==> src/rtl/dram_byte_pattern_tester_if.sv <==
// Byte-wide FIFO port bundle between the pattern tester and the DDR3 FIFOs.
//   O_wr_fifo_data  : byte to write FIFO Data
//   O_wr_fifo_en    : write FIFO WrEn
//   I_wr_fifo_full  : write FIFO Full
//   O_rd_fifo_en    : read FIFO RdEn
//   I_rd_fifo_data  : read FIFO Q (valid one cycle after RdEn)
//   I_rd_fifo_empty : read FIFO Empty
// master = tester side, slave = FIFO side.
interface dram_byte_pattern_tester_if;
    logic [7:0] O_wr_fifo_data;
    logic       O_wr_fifo_en;
    logic       I_wr_fifo_full;
    logic       O_rd_fifo_en;
    logic [7:0] I_rd_fifo_data;
    logic       I_rd_fifo_empty;

    modport master (
        output O_wr_fifo_data,
        output O_wr_fifo_en,
        output O_rd_fifo_en,
        input  I_wr_fifo_full,
        input  I_rd_fifo_data,
        input  I_rd_fifo_empty
    );

    modport slave (
        input  O_wr_fifo_data,
        input  O_wr_fifo_en,
        input  O_rd_fifo_en,
        output I_wr_fifo_full,
        output I_rd_fifo_data,
        output I_rd_fifo_empty
    );
endinterface

==> src/rtl/dram_byte_pattern_tester.sv <==
// DRAM bring-up traffic source/sink: streams an LFSR byte sequence into the
// write FIFO, pops the returned stream from the read FIFO and compares it
// against a regenerated copy, reporting pass/fail, error count, first-error
// details and timeout/abort status.
// Ports:
//   sys_clk_75MHz, I_rst_n (async active-low)
//   I_calib_complete : DDR calibration done (foreign domain, synchronised here)
//   I_start, I_seed  : start pulse and LFSR seed (0 selects DEFAULT_SEED)
//   fifo             : byte FIFO bundle (write side + read side)
//   O_busy, O_done, O_pass, O_timeout, O_abort : run status
//   O_err_count, O_first_err_idx/exp/got       : compare results
module dram_byte_pattern_tester #(
    parameter int unsigned TOTAL_BYTES    = 4096,
    parameter int unsigned TIMEOUT_CYCLES = 1_000_000,
    parameter logic [15:0] DEFAULT_SEED   = 16'hACE1
) (
    input  logic                               sys_clk_75MHz,
    input  logic                               I_rst_n,
    input  logic                               I_calib_complete,
    input  logic                               I_start,
    input  logic [15:0]                        I_seed,
    dram_byte_pattern_tester_if.master         fifo,
    output logic                               O_busy,
    output logic                               O_done,
    output logic                               O_pass,
    output logic                               O_timeout,
    output logic                               O_abort,
    output logic [15:0]                        O_err_count,
    output logic [15:0]                        O_first_err_idx,
    output logic [7:0]                         O_first_err_exp,
    output logic [7:0]                         O_first_err_got
);

    localparam int unsigned    CNT_W     = 17;
    localparam int unsigned    TO_W      = $clog2(TIMEOUT_CYCLES + 1);
    localparam logic [CNT_W-1:0] TOTAL_CNT = CNT_W'(TOTAL_BYTES);
    localparam logic [TO_W-1:0]  TO_LAST   = TO_W'(TIMEOUT_CYCLES - 1);

    typedef enum logic [1:0] {
        S_IDLE = 2'd0,
        S_RUN  = 2'd1,
        S_DONE = 2'd2
    } state_t;

    state_t             state;
    state_t             state_nxt;
    logic               calib_meta;
    logic               calib_s;
    logic [15:0]        wr_lfsr;
    logic [15:0]        chk_lfsr;
    logic [CNT_W-1:0]   wr_cnt;
    logic [CNT_W-1:0]   rd_cnt;
    logic [CNT_W-1:0]   chk_cnt;
    logic [TO_W-1:0]    to_cnt;
    logic               rd_vld;

    logic               wr_en_c;
    logic               rd_en_c;
    logic               start_c;
    logic               abort_c;
    logic               timeout_c;
    logic               finish_c;
    logic               cmp_c;
    logic               mismatch_c;
    logic [15:0]        seed_c;

    function automatic logic [15:0] lfsr_step(input logic [15:0] l);
        return {l[14:0], l[15] ^ l[13] ^ l[12] ^ l[10]};
    endfunction

    // Two-flop synchroniser for the calibration flag.
    always_ff @(posedge sys_clk_75MHz or negedge I_rst_n) begin
        if (!I_rst_n) begin
            calib_meta <= 1'b0;
            calib_s    <= 1'b0;
        end else begin
            calib_meta <= I_calib_complete;
            calib_s    <= calib_meta;
        end
    end

    // State register.
    always_ff @(posedge sys_clk_75MHz or negedge I_rst_n) begin
        if (!I_rst_n) begin
            state <= S_IDLE;
        end else begin
            state <= state_nxt;
        end
    end

    // Next state, FIFO enables and run-exit decode (exit priority: abort, timeout, finish).
    always_comb begin
        state_nxt = state;
        wr_en_c   = 1'b0;
        rd_en_c   = 1'b0;
        start_c   = 1'b0;
        abort_c   = 1'b0;
        timeout_c = 1'b0;
        finish_c  = 1'b0;
        case (state)
            S_IDLE, S_DONE: begin
                if (I_start && calib_s) begin
                    start_c   = 1'b1;
                    state_nxt = S_RUN;
                end
            end
            S_RUN: begin
                wr_en_c = (wr_cnt < TOTAL_CNT) && !fifo.I_wr_fifo_full;
                rd_en_c = (rd_cnt < TOTAL_CNT) && !fifo.I_rd_fifo_empty;
                if (!calib_s) begin
                    abort_c   = 1'b1;
                    state_nxt = S_DONE;
                end else if (to_cnt == TO_LAST) begin
                    timeout_c = 1'b1;
                    state_nxt = S_DONE;
                end else if (chk_cnt == TOTAL_CNT) begin
                    finish_c  = 1'b1;
                    state_nxt = S_DONE;
                end
            end
            default: state_nxt = S_IDLE;
        endcase
    end

    assign seed_c     = (I_seed != 16'd0) ? I_seed : DEFAULT_SEED;
    // A returning byte in the same cycle as abort/timeout is dropped.
    assign cmp_c      = rd_vld && (state == S_RUN) && !abort_c && !timeout_c;
    assign mismatch_c = cmp_c && (fifo.I_rd_fifo_data != chk_lfsr[7:0]);

    assign fifo.O_wr_fifo_en   = wr_en_c;
    assign fifo.O_rd_fifo_en   = rd_en_c;
    assign fifo.O_wr_fifo_data = wr_lfsr[7:0];

    // Stream generation, compare datapath and result registers.
    always_ff @(posedge sys_clk_75MHz or negedge I_rst_n) begin
        if (!I_rst_n) begin
            wr_lfsr         <= 16'd0;
            chk_lfsr        <= 16'd0;
            wr_cnt          <= '0;
            rd_cnt          <= '0;
            chk_cnt         <= '0;
            to_cnt          <= '0;
            rd_vld          <= 1'b0;
            O_busy          <= 1'b0;
            O_done          <= 1'b0;
            O_pass          <= 1'b0;
            O_timeout       <= 1'b0;
            O_abort         <= 1'b0;
            O_err_count     <= 16'd0;
            O_first_err_idx <= 16'd0;
            O_first_err_exp <= 8'd0;
            O_first_err_got <= 8'd0;
        end else begin
            rd_vld <= rd_en_c;
            O_busy <= (state_nxt == S_RUN);
            if (start_c) begin
                wr_lfsr         <= seed_c;
                chk_lfsr        <= seed_c;
                wr_cnt          <= '0;
                rd_cnt          <= '0;
                chk_cnt         <= '0;
                to_cnt          <= '0;
                O_done          <= 1'b0;
                O_pass          <= 1'b0;
                O_timeout       <= 1'b0;
                O_abort         <= 1'b0;
                O_err_count     <= 16'd0;
                O_first_err_idx <= 16'd0;
                O_first_err_exp <= 8'd0;
                O_first_err_got <= 8'd0;
            end else if (state == S_RUN) begin
                if (wr_en_c) begin
                    wr_cnt  <= wr_cnt + CNT_W'(1);
                    wr_lfsr <= lfsr_step(wr_lfsr);
                end
                if (rd_en_c) begin
                    rd_cnt <= rd_cnt + CNT_W'(1);
                end
                if (cmp_c) begin
                    chk_lfsr <= lfsr_step(chk_lfsr);
                    chk_cnt  <= chk_cnt + CNT_W'(1);
                    to_cnt   <= '0;
                end else begin
                    to_cnt <= to_cnt + TO_W'(1);
                end
                if (mismatch_c) begin
                    if (O_err_count != 16'hFFFF) begin
                        O_err_count <= O_err_count + 16'd1;
                    end
                    // Error count never wraps to zero, so zero marks "no error yet".
                    if (O_err_count == 16'd0) begin
                        O_first_err_idx <= 16'(chk_cnt);
                        O_first_err_exp <= chk_lfsr[7:0];
                        O_first_err_got <= fifo.I_rd_fifo_data;
                    end
                end
                if (abort_c || timeout_c || finish_c) begin
                    O_done    <= 1'b1;
                    O_abort   <= abort_c;
                    O_timeout <= timeout_c;
                    O_pass    <= finish_c && (O_err_count == 16'd0);
                end
            end
        end
    end

endmodule
==> src/flat_wrapper.sv <==
// flat-port wrapper written by rule: the top's interface ports become plain ports
module dram_byte_pattern_tester_flat 
#(
    parameter int unsigned TOTAL_BYTES    = 4096,
    parameter int unsigned TIMEOUT_CYCLES = 1_000_000,
    parameter logic [15:0] DEFAULT_SEED   = 16'hACE1
)
  (sys_clk_75MHz, I_rst_n, I_calib_complete, I_start, I_seed, O_busy, O_done, O_pass, O_timeout, O_abort, O_err_count, O_first_err_idx, O_first_err_exp, O_first_err_got, fifo_O_wr_fifo_data, fifo_O_wr_fifo_en, fifo_O_rd_fifo_en, fifo_I_wr_fifo_full, fifo_I_rd_fifo_data, fifo_I_rd_fifo_empty);
  dram_byte_pattern_tester_if fifo_i ();
  input  logic sys_clk_75MHz;
  input  logic I_rst_n;
  input  logic I_calib_complete;
  input  logic I_start;
  input  logic [15:0] I_seed;
  output logic O_busy;
  output logic O_done;
  output logic O_pass;
  output logic O_timeout;
  output logic O_abort;
  output logic [15:0] O_err_count;
  output logic [15:0] O_first_err_idx;
  output logic [7:0] O_first_err_exp;
  output logic [7:0] O_first_err_got;
  output wire logic [$bits(fifo_i.O_wr_fifo_data)-1:0] fifo_O_wr_fifo_data;
  output wire logic [$bits(fifo_i.O_wr_fifo_en)-1:0] fifo_O_wr_fifo_en;
  output wire logic [$bits(fifo_i.O_rd_fifo_en)-1:0] fifo_O_rd_fifo_en;
  input wire logic [$bits(fifo_i.I_wr_fifo_full)-1:0] fifo_I_wr_fifo_full;
  input wire logic [$bits(fifo_i.I_rd_fifo_data)-1:0] fifo_I_rd_fifo_data;
  input wire logic [$bits(fifo_i.I_rd_fifo_empty)-1:0] fifo_I_rd_fifo_empty;
  assign fifo_O_wr_fifo_data = fifo_i.O_wr_fifo_data;
  assign fifo_O_wr_fifo_en = fifo_i.O_wr_fifo_en;
  assign fifo_O_rd_fifo_en = fifo_i.O_rd_fifo_en;
  assign fifo_i.I_wr_fifo_full = fifo_I_wr_fifo_full;
  assign fifo_i.I_rd_fifo_data = fifo_I_rd_fifo_data;
  assign fifo_i.I_rd_fifo_empty = fifo_I_rd_fifo_empty;
  dram_byte_pattern_tester #(.TOTAL_BYTES(TOTAL_BYTES), .TIMEOUT_CYCLES(TIMEOUT_CYCLES), .DEFAULT_SEED(DEFAULT_SEED)) u_core (.sys_clk_75MHz(sys_clk_75MHz), .I_rst_n(I_rst_n), .I_calib_complete(I_calib_complete), .I_start(I_start), .I_seed(I_seed), .fifo(fifo_i), .O_busy(O_busy), .O_done(O_done), .O_pass(O_pass), .O_timeout(O_timeout), .O_abort(O_abort), .O_err_count(O_err_count), .O_first_err_idx(O_first_err_idx), .O_first_err_exp(O_first_err_exp), .O_first_err_got(O_first_err_got));
endmodule
==> config.mk <==
export PLATFORM = sky130hd
export DESIGN_NAME = dram_byte_pattern_tester_flat
export DESIGN_NICKNAME = d
export VERILOG_FILES = /design/src/rtl/dram_byte_pattern_tester_if.sv /design/src/rtl/dram_byte_pattern_tester.sv /design/src/flat_wrapper.sv
export SDC_FILE = /design/constraint.sdc
export NUM_CORES = 1
export LEC_CHECK = 0
export CORE_ASPECT_RATIO = 0.8
export CORE_MARGIN = 4
export CORE_UTILIZATION = 40
export DETAILED_ROUTE_END_ITERATION = 10
export GPL_TIMING_DRIVEN = 0
export PLACE_DENSITY = 0.74
export SLEW_MARGIN = 20
export SYNTH_ARGS = -nofsm -noshare
export SYNTH_HDL_FRONTEND = slang
export SYNTH_SLANG_ARGS = --single-unit
==> constraint.sdc <==
create_clock -name sys_clk_75MHz -period 2.3 [get_ports sys_clk_75MHz]
set_input_delay 0.46 -clock sys_clk_75MHz [delete_from_list [all_inputs] [get_ports sys_clk_75MHz]]
set_output_delay 0.46 -clock sys_clk_75MHz [all_outputs]
set_load 0.1 [all_outputs]
==> results of run 1 <==
==> cell usage after synthesis (all sizes together), types with 15 or more instances <==
| master | n |
|---|---|
| dfrtp | 161 |
| nand2 | 118 |
| nor2 | 66 |
| mux2i | 52 |
| nand3 | 45 |
| inv | 41 |
| xnor2 | 27 |
| buf | 25 |
| o21ai | 24 |
| clkbuf | 20 |
| nor4 | 20 |
| xor2 | 20 |
| a21oi | 16 |
| nand4 | 16 |
| or4 | 15 |
==> kinds of logic (layout without fill, tap and decap cells) <==
group | after synthesis | in the layout
xor gates and xnor gates | 47 | 47
AOI/OAI and AO/OA | 104 | 104
DFF | 161 | 161
adders and majority gates | 7 | 7
muxes | 54 | 54
and+or+nand+nor | 341 | 341
buffers and inverters | 86 | 254
==> state kept, by name, summed over array words and instances, names as in the netlist <==
register                flops
u_core.rd_vld               1
u_core.rd_cnt              17
u_core.O_err_count         16
u_core.O_timeout            1
u_core.O_done               1
u_core.chk_lfsr            16
u_core.O_busy               1
u_core.O_abort              1
u_core.calib_s              1
u_core.O_first_err_idx     16
u_core.O_first_err_got      8
u_core.O_first_err_exp      8
u_core.to_cnt              20
u_core.wr_cnt              17
u_core.state                2
u_core.O_pass               1
u_core.wr_lfsr             16
u_core.calib_meta           1
u_core.chk_cnt             17
==> cell type report <==
cell class                      count  share of cell area (%)
Timing Repair Buffer              142                    13.8
Tap cell                          258                    3.01
Inverter                           41                    1.49
Clock inverter                     10                   0.817
Clock buffer                       20                    4.35
Buffer                             41                    3.07
Sequential cell                   161                    37.8
Multi-Input combinational cell    553                    35.7
==> per-stage QoR <==
step	hold WS [ns]	util [%]	cells	TNS, ns	area, um2
finish	0.354	55.9	1226	-4.31	10700
floorplan	0.164	-	800	-0.0234	7970
global placement	0.337	48.0	1150	-1036.45	9210
detailed placement	0.344	48.2	1151	-79.10	9250
global route	0.365	55.9	1226	-8.07	10700
CTS	0.358	52.5	1205	-0.874	10100
==> final timing paths <==
kind                                         endpoint               from  slack [ns]  depth (start not counted)
worst min-delay path                   u_core.calib_s  u_core.calib_meta        0.35                          0
worst min register to register         u_core.calib_s  u_core.calib_meta        0.35                          0
max in group asynchronous       u_core.O_err_count[8]            I_rst_n        0.86                          3
worst max-delay path                fifo_O_rd_fifo_en  u_core.rd_cnt[13]       -0.38                          5
worst max register to register      u_core.rd_cnt[10]  u_core.rd_cnt[13]       -0.14                          7
min in group asynchronous            u_core.wr_cnt[5]            I_rst_n        0.56                          2
==> per-layer routing <==
layer | GRT usage, % | vias up | wire, um
met5 | 0 | - | 0
met4 | 6.84 | 0 | 425
met3 | 3.74 | 41 | 1820
met2 | 29.2 | 314 | 10300
met1 | 30.1 | 3373 | 10300
li1 | - | 3135 | -
==> repair_timing <==
action	CTS	global route
pin swaps	11	55
buffers inserted	26	15
hold buffers	1	0
gates resized for setup	114	126
setup endpoints to repair	209	127
gates cloned	1	7
endpoints found under the hold margin	63	0
==> worst max-delay path, cell delays in order (launching register included) <==
cell,delay [ns]
sky130_fd_sc_hd__dfrtp_1,0.38
sky130_fd_sc_hd__or4_4,0.53
sky130_fd_sc_hd__or4_4,0.46
sky130_fd_sc_hd__buf_8,0.15
sky130_fd_sc_hd__clkinvlp_4,0.09
sky130_fd_sc_hd__buf_12,0.18
==> power by group through the flow <==
stage	clock (mW)	sequential (mW)	combinational (mW)
5_1_grt	2.85	3.50	2.19
6_report	2.68	3.46	2.06
3_5_place_dp	0	3.48	1.96
2_1_floorplan	0	3.65	1.18
4_1_cts	2.72	3.44	1.96
3_3_place_gp	0	3.48	1.92
==> layout by cell type (no fill, tap or decap), types with 12 or more instances in the layout <==
cell type,synthesis,layout
sky130_fd_sc_hd__clkbuf_2,0,12
sky130_fd_sc_hd__buf_6,5,17
sky130_fd_sc_hd__xor2_1,20,20
sky130_fd_sc_hd__nand4_1,16,16
sky130_fd_sc_hd__nand3_1,45,40
sky130_fd_sc_hd__nor2_1,66,51
sky130_fd_sc_hd__nand2_1,117,116
sky130_fd_sc_hd__xnor2_1,27,27
sky130_fd_sc_hd__dfrtp_2,0,12
sky130_fd_sc_hd__a21oi_1,16,12
sky130_fd_sc_hd__dfrtp_1,161,145
sky130_fd_sc_hd__o21ai_0,23,16
sky130_fd_sc_hd__inv_1,40,39
sky130_fd_sc_hd__dlygate4sd2_1,0,60
sky130_fd_sc_hd__clkbuf_16,0,21
sky130_fd_sc_hd__buf_8,0,14
sky130_fd_sc_hd__nor4_1,20,16
sky130_fd_sc_hd__clkdlybuf4s50_1,0,28
sky130_fd_sc_hd__mux2i_1,52,52
sky130_fd_sc_hd__buf_4,11,30
==> impl_metrics.sql, run 1 <==
INSERT INTO impl_metrics (metric_group, metric, value, unit) VALUES
('cts', 'clk_pin_slew_worst_paths', '0.06', 'ns'),
('cts', 'inserted_clock_buffers', '17', ''),
('worst_setup_path', 'setup.worst_path.start_class', 'register', ''),
('sta', 'setup_viol', '73', ''),
('placement', 'post-place-ws', '-1.62', 'ns'),
('route', 'route.detailed.drc', '0', ''),
('sta', 'report.final.slew_viol_count', '0', ''),
('final_layout', 'seq_area', '4060', 'um2'),
('floorplanning', 'die_area', '22100', 'um2'),
('logic_synthesis', 'post-synth-top-area-cell', 'sky130_fd_sc_hd__dfrtp_1', ''),
('pwr', 'seqPwrFrac', '42.2', '%'),
('cts', 'clock_insertion_delay_worst_skew', '0.43', 'ns'),
('global_route', 'antenna_found_initial', '0', ''),
('cts', 'cts_num_sinks', '161', ''),
('logic_synthesis', 'yosys_register_bits', '161', ''),
('floorplanning', 'initial_utilization', '41.2', '%'),
('pwr', 'ir_drop_worst_vdd', '0.000869', 'V'),
('placement', 'finalWeightedCongestion', '0.859', ''),
('pwr', 'total_switching_power', '2.85', 'mW'),
('route', 'drt-initial-drc-count', '593', ''),
('logic_synthesis', 'yosys.area_share.xor_xnor', '5.21', '%'),
('outcome', 'status', 'complete, but fails checks', ''),
('placement', 'placement.io_buffers', '92', ''),
('pwr', 'internal-power', '5.35', 'mW'),
('outcome', 'violations', 'negative setup slack', ''),
('final_layout', 'multiInputGateArea', '3830', 'um2'),
('pwr', 'report.power.total', '8.20', 'mW'),
('floorplanning', 'die_height', '134', 'um'),
('floorplanning', 'core', '19200', 'um2'),
('logic_synthesis', 'synth-seq-area-share', '51.0', '%'),
('final_layout', 'layout.nets', '994', ''),
('logic_synthesis', 'synth_nets', '837', ''),
('worst_setup_path', 'highest_fanout_seen_on_the_critical_path', '2', ''),
('global_route', 'grt_max_degree', '99', ''),
('global_route', 'grt_pass1_vias', '6483', ''),
('logic_synthesis', 'netlist-cell-type-count', '61', ''),
('sta', 'layout_min_cycle_time', '2.68', 'ns'),
('logic_synthesis', 'yosys_top_cell_area_share', '51.0', '%'),
('logic_synthesis', 'dominant_combinational_cell_family_by_area_after_synthesis', 'simple AND/OR/NAND/NOR gates', ''),
('route', 'avgViaCountPerCell', '5.60', ''),
('hold_path', 'type_of_the_worst_min_delay_path', 'reg -> reg', ''),
('global_route', 'grt_overflow_total', '0', ''),
('pwr', 'combPwrFrac', '25.1', '%'),
('logic_synthesis', 'synthesis.area_per_instance', '9.88', 'um2'),
('logic_synthesis', 'synth_compound_area_share', '9.57', '%'),
('logic_synthesis', 'share_of_synthesized_cell_area_in_and_or_nand_and_nor_gates', '21.1', '%'),
('worst_setup_path', 'cp_data_arrival_time', '2.22', 'ns'),
('placement', 'hpwl', '15100', 'um'),
('sta', 'clock.fmax', '373', 'MHz'),
('run', 'max_cap_violations', '0', ''),
('cts', 'cts_tree', 'built', ''),
('logic_synthesis', 'yosys_most_used_dff', 'sky130_fd_sc_hd__dfrtp_1', ''),
('global_route', 'track_usage', '20.1', '%'),
('cts', 'clock_tree.htree_level_count', '4', ''),
('worst_setup_path', 'timing.critical_path.to_type', 'output pin', ''),
('cts', 'cts-root-to-sink-buffers', '2', ''),
('logic_synthesis', 'synthCells', '800', ''),
('logic_synthesis', 'synth.yosys.warnings', '0', ''),
('logic_synthesis', 'synth_edf_count', '0', ''),
('route', 'avgRoutedWirePerCell', '18.6', 'um'),
('route', 'drt_pre_antenna_iters', '5', ''),
('logic_synthesis', 'synth_adder_area_share', '1.11', '%'),
('pwr', 'cellLeakagePower', '4.91', 'nW'),
('final_layout', 'fill_cells', '1602', ''),
('final_layout', 'flow.area_growth_from_synthesis', '35.7', '%'),
('sta', 'final_critical_path_setup_slack', '-0.383', 'ns'),
('route', 'route.antenna.remaining_nets', '0', ''),
('logic_synthesis', 'synth_area', '7910', 'um2'),
('route', 'finalWirelength', '22800', 'um'),
('sta', 'timing.slew.headroom', '32.3', '%'),
('worst_setup_path', 'setup.worst_path.class', 'reg -> out', '');
(Power assumes the default switching activity.)
==> inputs of run 2 (changes only) <==
--- a/config.mk
+++ b/config.mk
@@ -5,12 +5,13 @@
 export SDC_FILE = /design/constraint.sdc
 export NUM_CORES = 1
 export LEC_CHECK = 0
+export ABC_AREA = 1
 export CORE_ASPECT_RATIO = 0.8
 export CORE_MARGIN = 4
 export CORE_UTILIZATION = 40
 export DETAILED_ROUTE_END_ITERATION = 10
 export GPL_TIMING_DRIVEN = 0
-export PLACE_DENSITY = 0.74
+export PLACE_DENSITY = 0.73
 export SLEW_MARGIN = 20
 export SYNTH_ARGS = -nofsm -noshare
 export SYNTH_HDL_FRONTEND = slang
==> constraint.sdc (replaced) <==
create_clock -name sys_clk_75MHz -period 2.3 [get_ports sys_clk_75MHz]
set_input_delay 0.23 -clock sys_clk_75MHz [delete_from_list [all_inputs] [get_ports sys_clk_75MHz]]
set_output_delay 0.23 -clock sys_clk_75MHz [all_outputs]
set_load 0.1 [all_outputs]
==> run 2 against run 1 <==
  * The flow now finishes without violations
  * Cell count rose by 29%
  * Wire length rose by 3.8%
  * Clock power rose by 5%
  * Clock-buffer cell count did not move
  * Global-route usage fell by 0.65 points
  * Maximum frequency rose by 18%
  * Register-to-register slack improved by 0.35 ns
  * Worst setup slack improved by 0.42 ns
  * Hold slack got worse by 0.11 ns
==> impl_metrics.sql, run 2 <==
INSERT INTO impl_metrics (metric_group, metric, value, unit) VALUES
('outcome', 'status', 'complete, no violations', ''),
('route', 'drt-initial-drc-count', '850', ''),
('final_layout', 'fill_cells', '2078', ''),
('cts', 'clock_tree.htree_level_count', '4', ''),
('sta', 'final_critical_path_setup_slack', '0.0347', 'ns'),
('worst_setup_path', 'critical_path.max_stage_delay', '1.17', 'ns'),
('final_layout', 'flow.area_growth_from_synthesis', '21.3', '%'),
('pwr', 'power_density', '1280', 'nW/um2'),
('route', 'avgRoutedWirePerCell', '15.0', 'um'),
('final_layout', 'fraction_of_layout_instances_using_a_drive_strength_above_1', '7.60', '%'),
('route', 'drt_pre_antenna_iters', '6', ''),
('cts', 'cts-root-to-sink-buffers', '2', ''),
('logic_synthesis', 'synthCells', '1177', ''),
('placement', 'place_inst', '1545', ''),
('logic_synthesis', 'synth_area', '8810', 'um2'),
('sta', 'timing.slew.headroom', '34.7', '%'),
('route', 'route.antenna.remaining_nets', '0', ''),
('sta', 'clock.fmax', '441', 'MHz'),
('logic_synthesis', 'post-synth-top-area-cell', 'sky130_fd_sc_hd__dfrtp_1', ''),
('route', 'overall_via_count_from_detail_route', '8358', ''),
('final_layout', 'final_common_cell', 'sky130_fd_sc_hd__nand2_1', ''),
('logic_synthesis', 'yosys_most_used_dff', 'sky130_fd_sc_hd__dfrtp_1', ''),
('global_route', 'antenna_found_initial', '0', ''),
('route', 'finalWirelength', '23700', 'um'),
('logic_synthesis', 'async_set_reset_flop_share_out_of_synthesis', '100', '%'),
('cts', 'inserted_clock_buffers', '17', ''),
('logic_synthesis', 'synth.yosys.warnings', '0', ''),
('cts', 'cts-root-buf', 'sky130_fd_sc_hd__clkbuf_16', ''),
('sta', 'report.final.slew_viol_count', '0', ''),
('global_route', 'grt_pass1_vias', '7862', ''),
('final_layout', 'top_register', 'u_core.to_cnt', ''),
('final_layout', 'final-instance-count-excl-fill', '1578', ''),
('floorplanning', 'core', '21600', 'um2'),
('logic_synthesis', 'synth.top_cells.by_area', 'sky130_fd_sc_hd__dfrtp_1 (46%), sky130_fd_sc_hd__nand2_1 (14%), sky130_fd_sc_hd__nor2_1 (6.7%), sky130_fd_sc_hd__nand4_1 (6.0%), sky130_fd_sc_hd__inv_1 (5.2%)', ''),
('sta', 'final.period_utilization', '98.5', '%'),
('pwr', 'ir_drop_worst_vdd', '0.00108', 'V'),
('logic_synthesis', 'netlist-cell-type-count', '38', ''),
('cts', 'cts_num_sinks', '161', ''),
('sta', 'timing_worst_slew_pin_value', '0.977', 'ns'),
('floorplanning', 'initial_utilization', '40.8', '%'),
('sta', 'setup_viol', '0', ''),
('sta', 'rsz0062_at_grt', 'false', ''),
('worst_setup_path', 'top_cell_family_by_delay_on_the_critical_path', 'buffers and inverters', ''),
('floorplanning', 'die_area', '24500', 'um2'),
('final_layout', 'diodes', '0', ''),
('run', 'max_cap_violations', '0', ''),
('worst_setup_path', 'cp_data_arrival_time', '2.04', 'ns'),
('logic_synthesis', 'synth.top_cells.by_count', 'sky130_fd_sc_hd__nand2_1 (320), sky130_fd_sc_hd__dfrtp_1 (161), sky130_fd_sc_hd__nor2_1 (157)', ''),
('global_route', 'track_usage', '19.5', '%'),
('global_route', 'grt_pass1_wl', '39200', 'um'),
('worst_setup_path', 'worst_path_max_delay_cell', 'sky130_fd_sc_hd__clkdlybuf4s50_1', ''),
('cts', 'cts_tree', 'built', ''),
('worst_setup_path', 'cp.required', '2.07', 'ns'),
('placement', 'finalWeightedCongestion', '0.959', ''),
('global_route', 'grt_overflow_total', '0', ''),
('placement', 'hpwl', '17300', 'um'),
('worst_setup_path', 'highest_fanout_seen_on_the_critical_path', '6', ''),
('worst_setup_path', 'setup.worst_path.class', 'reg -> out', ''),
('sta', 'totalNegativeSetupSlack', '0', 'ns'),
('sta', 'finalClockSkew', '0.0130', 'ns'),
('cts', 'cts_post_setup_buffers_inserted', '0', ''),
('logic_synthesis', 'synth-seq-area-share', '45.7', '%'),
('hold_path', 'type_of_the_worst_min_delay_path', 'in -> reg', ''),
('sta', 'report.final.hold_viol_count', '0', ''),
('final_layout', 'multiInputGateArea', '3970', 'um2'),
('floorplanning', 'std_cell_rows', '48', ''),
('placement', 'post-place-ws', '-0.334', 'ns'),
('final_layout', 'seq_area', '4030', 'um2'),
('route', 'route.detailed.drc', '0', ''),
('floorplanning', 'boundaryPins', '93', ''),
('cts', 'clock_insertion_delay_worst_skew', '0.43', 'ns'),
('sta', 'layout_min_cycle_time', '2.27', 'ns'),
('pwr', 'cellLeakagePower', '5.13', 'nW'),
('logic_synthesis', 'synth_edf_count', '0', ''),
('logic_synthesis', 'synthesis.area_per_instance', '7.49', 'um2'),
('cts', 'clk_pin_slew_worst_paths', '0.07', 'ns'),
('logic_synthesis', 'synth_most_common_cell', 'sky130_fd_sc_hd__nand2_1', ''),
('worst_setup_path', 'setup.worst_path.start_class', 'register', ''),
('logic_synthesis', 'synth_nets', '1214', ''),
('route', 'avgViaCountPerCell', '5.30', ''),
('worst_setup_path', 'timing.critical_path.cells', 'clkdlybuf4s50_1', ''),
('floorplanning', 'die_height', '141', 'um'),
('placement', 'placement.io_buffers', '92', ''),
('worst_setup_path', 'timing.critical_path.to_type', 'output pin', ''),
('final_layout', 'top_library_cells_by_usage_in_the_layout_fill_and_taps_aside', 'sky130_fd_sc_hd__nand2_1 (319), sky130_fd_sc_hd__dfrtp_1 (159), sky130_fd_sc_hd__nor2_1 (157), sky130_fd_sc_hd__inv_1 (121), sky130_fd_sc_hd__nand4_1 (85)', ''),
('final_layout', 'layout.nets', '1327', ''),
('floorplanning', 'die_width', '174', 'um'),
('final_layout', 'max_ffs_per_register', '20', ''),
('global_route', 'grt_max_degree', '87', ''),
('logic_synthesis', 'yosys_top_cell_area_share', '45.7', '%'),
('logic_synthesis', 'yosys_register_bits', '161', ''),
('worst_setup_path', 'buffers_plus_inverters_on_the_worst_setup_path', '1', '');
==> run 2: cell types whose count changed in the layout (fill, tap and decap cells not counted), sizes merged, moves of 30 or more <==
cell           change
nor3              +30
nand2            +205
clkdlybuf4s50     +41
nand4             +69
inv               +91
dlygate4sd2       -45
o21ai             +40
mux2i             -52
nor2              +96
==> run 2: cells by family (layout without fill, tap and decap cells) <==
family | after synthesis | in the layout | share of synthesized area, %
xor gates and xnor gates | 31 | 31 | 3.08
AOI/OAI and AO/OA | 110 | 110 | 6.72
buffers and inverters | 183 | 309 | 9.21
adders and majority gates | 7 | 7 | 0.994
DFF | 161 | 161 | 45.7
and+or+nand+nor | 685 | 685 | 34.3
==> run 2: worst paths after layout <==
check	slack [ns]	end	depth (start not counted)	from
setup / recovery	0.03	O_err_count[10]	1	u_core.O_err_count[10]
hold / removal	0.24	u_core.calib_meta	1	I_calib_complete
setup reg to reg	0.21	u_core.chk_lfsr[4]	6	u_core.calib_s
hold reg to reg	0.37	u_core.calib_s	0	u_core.calib_meta
max in group asynchronous	1.08	u_core.wr_lfsr[15]	3	I_rst_n
min in group asynchronous	0.38	u_core.rd_cnt[14]	2	I_rst_n
==> run 2: report_power, final <==
part / internal, mW / switching [mW]
Clock: 1.55 / 1.26
Sequential: 3.58 / 0.663
Combinational: 1.61 / 5.07
==> run 2: layout make-up <==
class	instances	share of cell area, %
inverters	128	4.49
clock inverters	12	1.17
clock buffers	20	4.18
plain buffers	55	3.10
multi-input cells	833	37.2
repair buffers	94	8.97
well taps	275	3.22
flip-flops and latches	161	37.7
==> run 2: timing repair <==
item,4_1_cts,5_1_grt
gates resized for setup,27,8
hold buffers,1,0
cloned,0,0
setup endpoints to repair,17,7
hold endpoints to repair,75,0
==> run 2: metal layers <==
| layer | routed length, um | GRT usage, % | up-vias | part of all wire, % |
|---|---|---|---|---|
| met4 | 291 | 4.96 | 0 | 1.2 |
| met1 | 11200 | 28.2 | 3989 | 47 |
| met3 | 1690 | 3.86 | 21 | 7.1 |
| met5 | 0 | 0 | - | 0 |
| li1 | - | - | 4041 | - |
| met2 | 10500 | 30.2 | 307 | 44 |
==> run 2: metrics by stage <==
step	util (%)	instance area (um2)	hold slack, ns	total power [mW]
after global routing	49.5	10700	0.227	14.4
final	49.5	10700	0.245	13.7
after global placement	46.6	10100	0.350	11.0
after detailed placement	46.8	10100	0.264	11.0
after floorplan	-	8810	-0.0656	9.32
after CTS	49.4	10700	0.234	13.8
==> inputs of run 3 (changes only) <==
--- a/config.mk
+++ b/config.mk
@@ -10,8 +10,9 @@
 export CORE_MARGIN = 4
 export CORE_UTILIZATION = 40
 export DETAILED_ROUTE_END_ITERATION = 10
+export DONT_BUFFER_PORTS = 1
 export GPL_TIMING_DRIVEN = 0
-export PLACE_DENSITY = 0.73
+export PLACE_DENSITY = 0.67
 export SLEW_MARGIN = 20
 export SYNTH_ARGS = -nofsm -noshare
 export SYNTH_HDL_FRONTEND = slang
==> run 3 against run 2 <==
  * The run now ends with negative hold slack left
  * Maximum frequency grew 4.2%
  * Largest cell class unchanged
  * Clock skew is essentially flat
  * Core utilization shrank 3.9 points
==> impl_metrics.sql, run 3 (synthesized netlist as in run 2, its figures left out) <==
INSERT INTO impl_metrics (metric_group, metric, value, unit) VALUES
('sta', 'timing.slew.headroom', '37.3', '%'),
('pwr', 'cellLeakagePower', '4.67', 'nW'),
('global_route', 'grt_pass1_vias', '7648', ''),
('route', 'drt_pre_antenna_iters', '7', ''),
('route', 'finalWirelength', '24200', 'um'),
('global_route', 'antenna_found_initial', '0', ''),
('pwr', 'power_density', '1310', 'nW/um2'),
('placement', 'placement.io_buffers', '0', ''),
('worst_setup_path', 'worst_r2r_path_depth', '10', ''),
('sta', 'timing_worst_slew_pin_value', '0.940', 'ns'),
('cts', 'number_of_hold_buffers_added_after_cts', '7', ''),
('worst_setup_path', 'cell_seen_most_often_among_critical_path_stages', 'sky130_fd_sc_hd__nand2_1', ''),
('floorplanning', 'initial_utilization', '40.8', '%'),
('sta', 'report.final.hold_viol_count', '161', ''),
('floorplanning', 'boundaryPins', '93', ''),
('cts', 'clock_tree.htree_level_count', '4', ''),
('cts', 'inserted_clock_buffers', '17', ''),
('cts', 'clk_pin_slew_worst_paths', '0.07', 'ns'),
('worst_setup_path', 'cp.required', '2.66', 'ns'),
('sta', 'totalNegativeSetupSlack', '0', 'ns'),
('placement', 'hpwl', '17200', 'um'),
('worst_setup_path', 'timing.critical_path.cells', 'ha_4, nand2_1, nor2_4, nand4_1, nor2_2, nand2_2, nand3_4, buf_6, nand2_1, nand2_1', ''),
('global_route', 'grt_overflow_total', '0', ''),
('worst_setup_path', 'timing.critical_path.to_type', 'register', ''),
('global_route', 'globalRouteMet2Util', '30.1', '%'),
('sta', 'report.final.slew_viol_count', '0', ''),
('cts', 'cts_post_setup_buffers_inserted', '0', ''),
('cts', 'cts_num_sinks', '161', ''),
('final_layout', 'final_common_cell', 'sky130_fd_sc_hd__nand2_1', ''),
('route', 'overall_via_count_from_detail_route', '7915', ''),
('route', 'avgRoutedWirePerCell', '16.2', 'um'),
('final_layout', 'fraction_of_layout_instances_using_a_drive_strength_above_1', '9.62', '%'),
('cts', 'cts-root-to-sink-buffers', '2', ''),
('final_layout', 'flow.area_growth_from_synthesis', '11.8', '%'),
('route', 'route.antenna.remaining_nets', '0', ''),
('worst_setup_path', 'setup.worst_path.start_class', 'register', ''),
('sta', 'layout_min_cycle_time', '2.17', 'ns'),
('worst_setup_path', 'worst_setup_endpoint', 'u_core.O_err_count[12]', ''),
('sta', 'setup_viol', '0', ''),
('floorplanning', 'core', '21600', 'um2'),
('route', 'route.detailed.drc', '0', ''),
('floorplanning', 'die_area', '24500', 'um2'),
('global_route', 'most_used_routing_layer', 'met2', ''),
('outcome', 'status', 'complete, but fails checks', ''),
('sta', 'final.period_utilization', '94.5', '%'),
('placement', 'finalWeightedCongestion', '0.950', ''),
('sta', 'fin_hold_ws', '-0.493', 'ns'),
('worst_setup_path', 'timing.critical_path.from', 'u_core.O_err_count[0]', ''),
('worst_setup_path', 'critical_path.max_stage_delay', '0.67', 'ns'),
('sta', 'rsz0062_at_grt', 'false', ''),
('outcome', 'violations', 'negative hold slack', ''),
('route', 'drt-initial-drc-count', '766', ''),
('pwr', 'ir_drop_worst_vdd', '0.00117', 'V'),
('worst_setup_path', 'worst_path_max_delay_cell', 'sky130_fd_sc_hd__dfrtp_4', ''),
('final_layout', 'final-instance-count-excl-fill', '1491', ''),
('hold_path', 'type_of_the_worst_min_delay_path', 'in -> async', ''),
('cts', 'cts-root-buf', 'sky130_fd_sc_hd__clkbuf_16', ''),
('floorplanning', 'die_height', '141', 'um'),
('worst_setup_path', 'setup.worst_path.class', 'reg -> reg', ''),
('global_route', 'groute.layer.met3.usage', '6.09', '%'),
('route', 'avgViaCountPerCell', '5.31', ''),
('placement', 'place_inst', '1452', ''),
('final_layout', 'top_register', 'u_core.to_cnt', ''),
('worst_setup_path', 'worstSetupPathDepth', '10', ''),
('sta', 'clock.fmax', '460', 'MHz'),
('sta', 'finalClockSkew', '0.0128', 'ns'),
('run', 'max_cap_violations', '0', ''),
('worst_setup_path', 'cp_data_arrival_time', '2.54', 'ns'),
('worst_setup_path', 'rr_startpoint', 'u_core.O_err_count[0]', ''),
('worst_setup_path', 'highest_fanout_seen_on_the_critical_path', '10', ''),
('worst_setup_path', 'timing.reg2reg.setup_slack', '0.13', 'ns'),
('floorplanning', 'std_cell_rows', '48', ''),
('global_route', 'track_usage', '19.8', '%'),
('worst_setup_path', 'buffers_plus_inverters_on_the_worst_setup_path', '1', ''),
('global_route', 'grt.met1_usage', '27.7', '%'),
('final_layout', 'layout.nets', '1240', ''),
('worst_setup_path', 'worstReg2RegEnd', 'u_core.O_err_count[12]', ''),
('floorplanning', 'die_width', '174', 'um'),
('cts', 'cts_tree', 'built', ''),
('final_layout', 'diodes', '0', ''),
('global_route', 'grt_max_degree', '162', ''),
('final_layout', 'top_library_cells_by_usage_in_the_layout_fill_and_taps_aside', 'sky130_fd_sc_hd__nand2_1 (318), sky130_fd_sc_hd__nor2_1 (156), sky130_fd_sc_hd__dfrtp_1 (145), sky130_fd_sc_hd__inv_1 (120), sky130_fd_sc_hd__nand4_1 (85)', ''),
('final_layout', 'max_ffs_per_register', '20', ''),
('cts', 'clock_insertion_delay_worst_skew', '0.43', 'ns'),
('global_route', 'grt_pass1_wl', '39500', 'um'),
('pwr', 'report.power.total', '12.9', 'mW'),
('worst_setup_path', 'top_cell_family_by_delay_on_the_critical_path', 'simple AND/OR/NAND/NOR gates', '');
run 3: per-layer routing:
metal / vias to the layer above / part of all wire (%)
met5: - / 0
met4: 0 / 1.1
li1: 3869 / -
met3: 19 / 8.2
met1: 3765 / 47
met2: 262 / 43
run 3: worst min path at each step:
stage	start	to	slack [ns]	cells after the start
2_1_floorplan	I_rst_n	u_core.O_abort	-0.07	0
3_5_place_dp	I_rst_n	u_core.O_err_count[10]	-0.06	0
3_3_place_gp	I_rst_n	u_core.O_err_count[10]	-0.06	0
6_report	I_rst_n	u_core.O_err_count[10]	-0.49	0
5_1_grt	I_rst_n	u_core.O_err_count[10]	-0.52	0
4_1_cts	I_rst_n	u_core.O_err_count[10]	-0.52	0
run 3: area by class of cell:
class	instances	area, um2
buffer	55	332
clock buffer	18	439
clock inverter	14	125
fill	2202	11800
inverter	128	485
multi-input combinational	833	4000
sequential	161	4060
tap	275	344
timing repair buffer	7	70.1
run 3: what timing repair did:
| action | 4_1_cts | 5_1_grt |
|---|---|---|
| pin swaps | 0 | 1 |
| hold endpoints to repair | 169 | 161 |
| resized for setup | 18 | 8 |
| endpoints found under the setup margin | 52 | 42 |
run 3: power breakdown:
group,internal [mW],switching [mW]
clock network,1.45,1.32
registers,3.55,3.55
logic,0.947,2.06
total,5.94,6.92
run 3: metrics by stage:
step | util, % | worst slack, ns | cell area [um2]
finish | 45.6 | 0.126 | 9860
global route | 45.6 | 0.00388 | 9860
CTS | 45.4 | 0.0435 | 9820
detailed placement | 42.4 | -0.249 | 9160
global placement | 42.4 | -0.237 | 9160
floorplan | - | 0.0543 | 8810
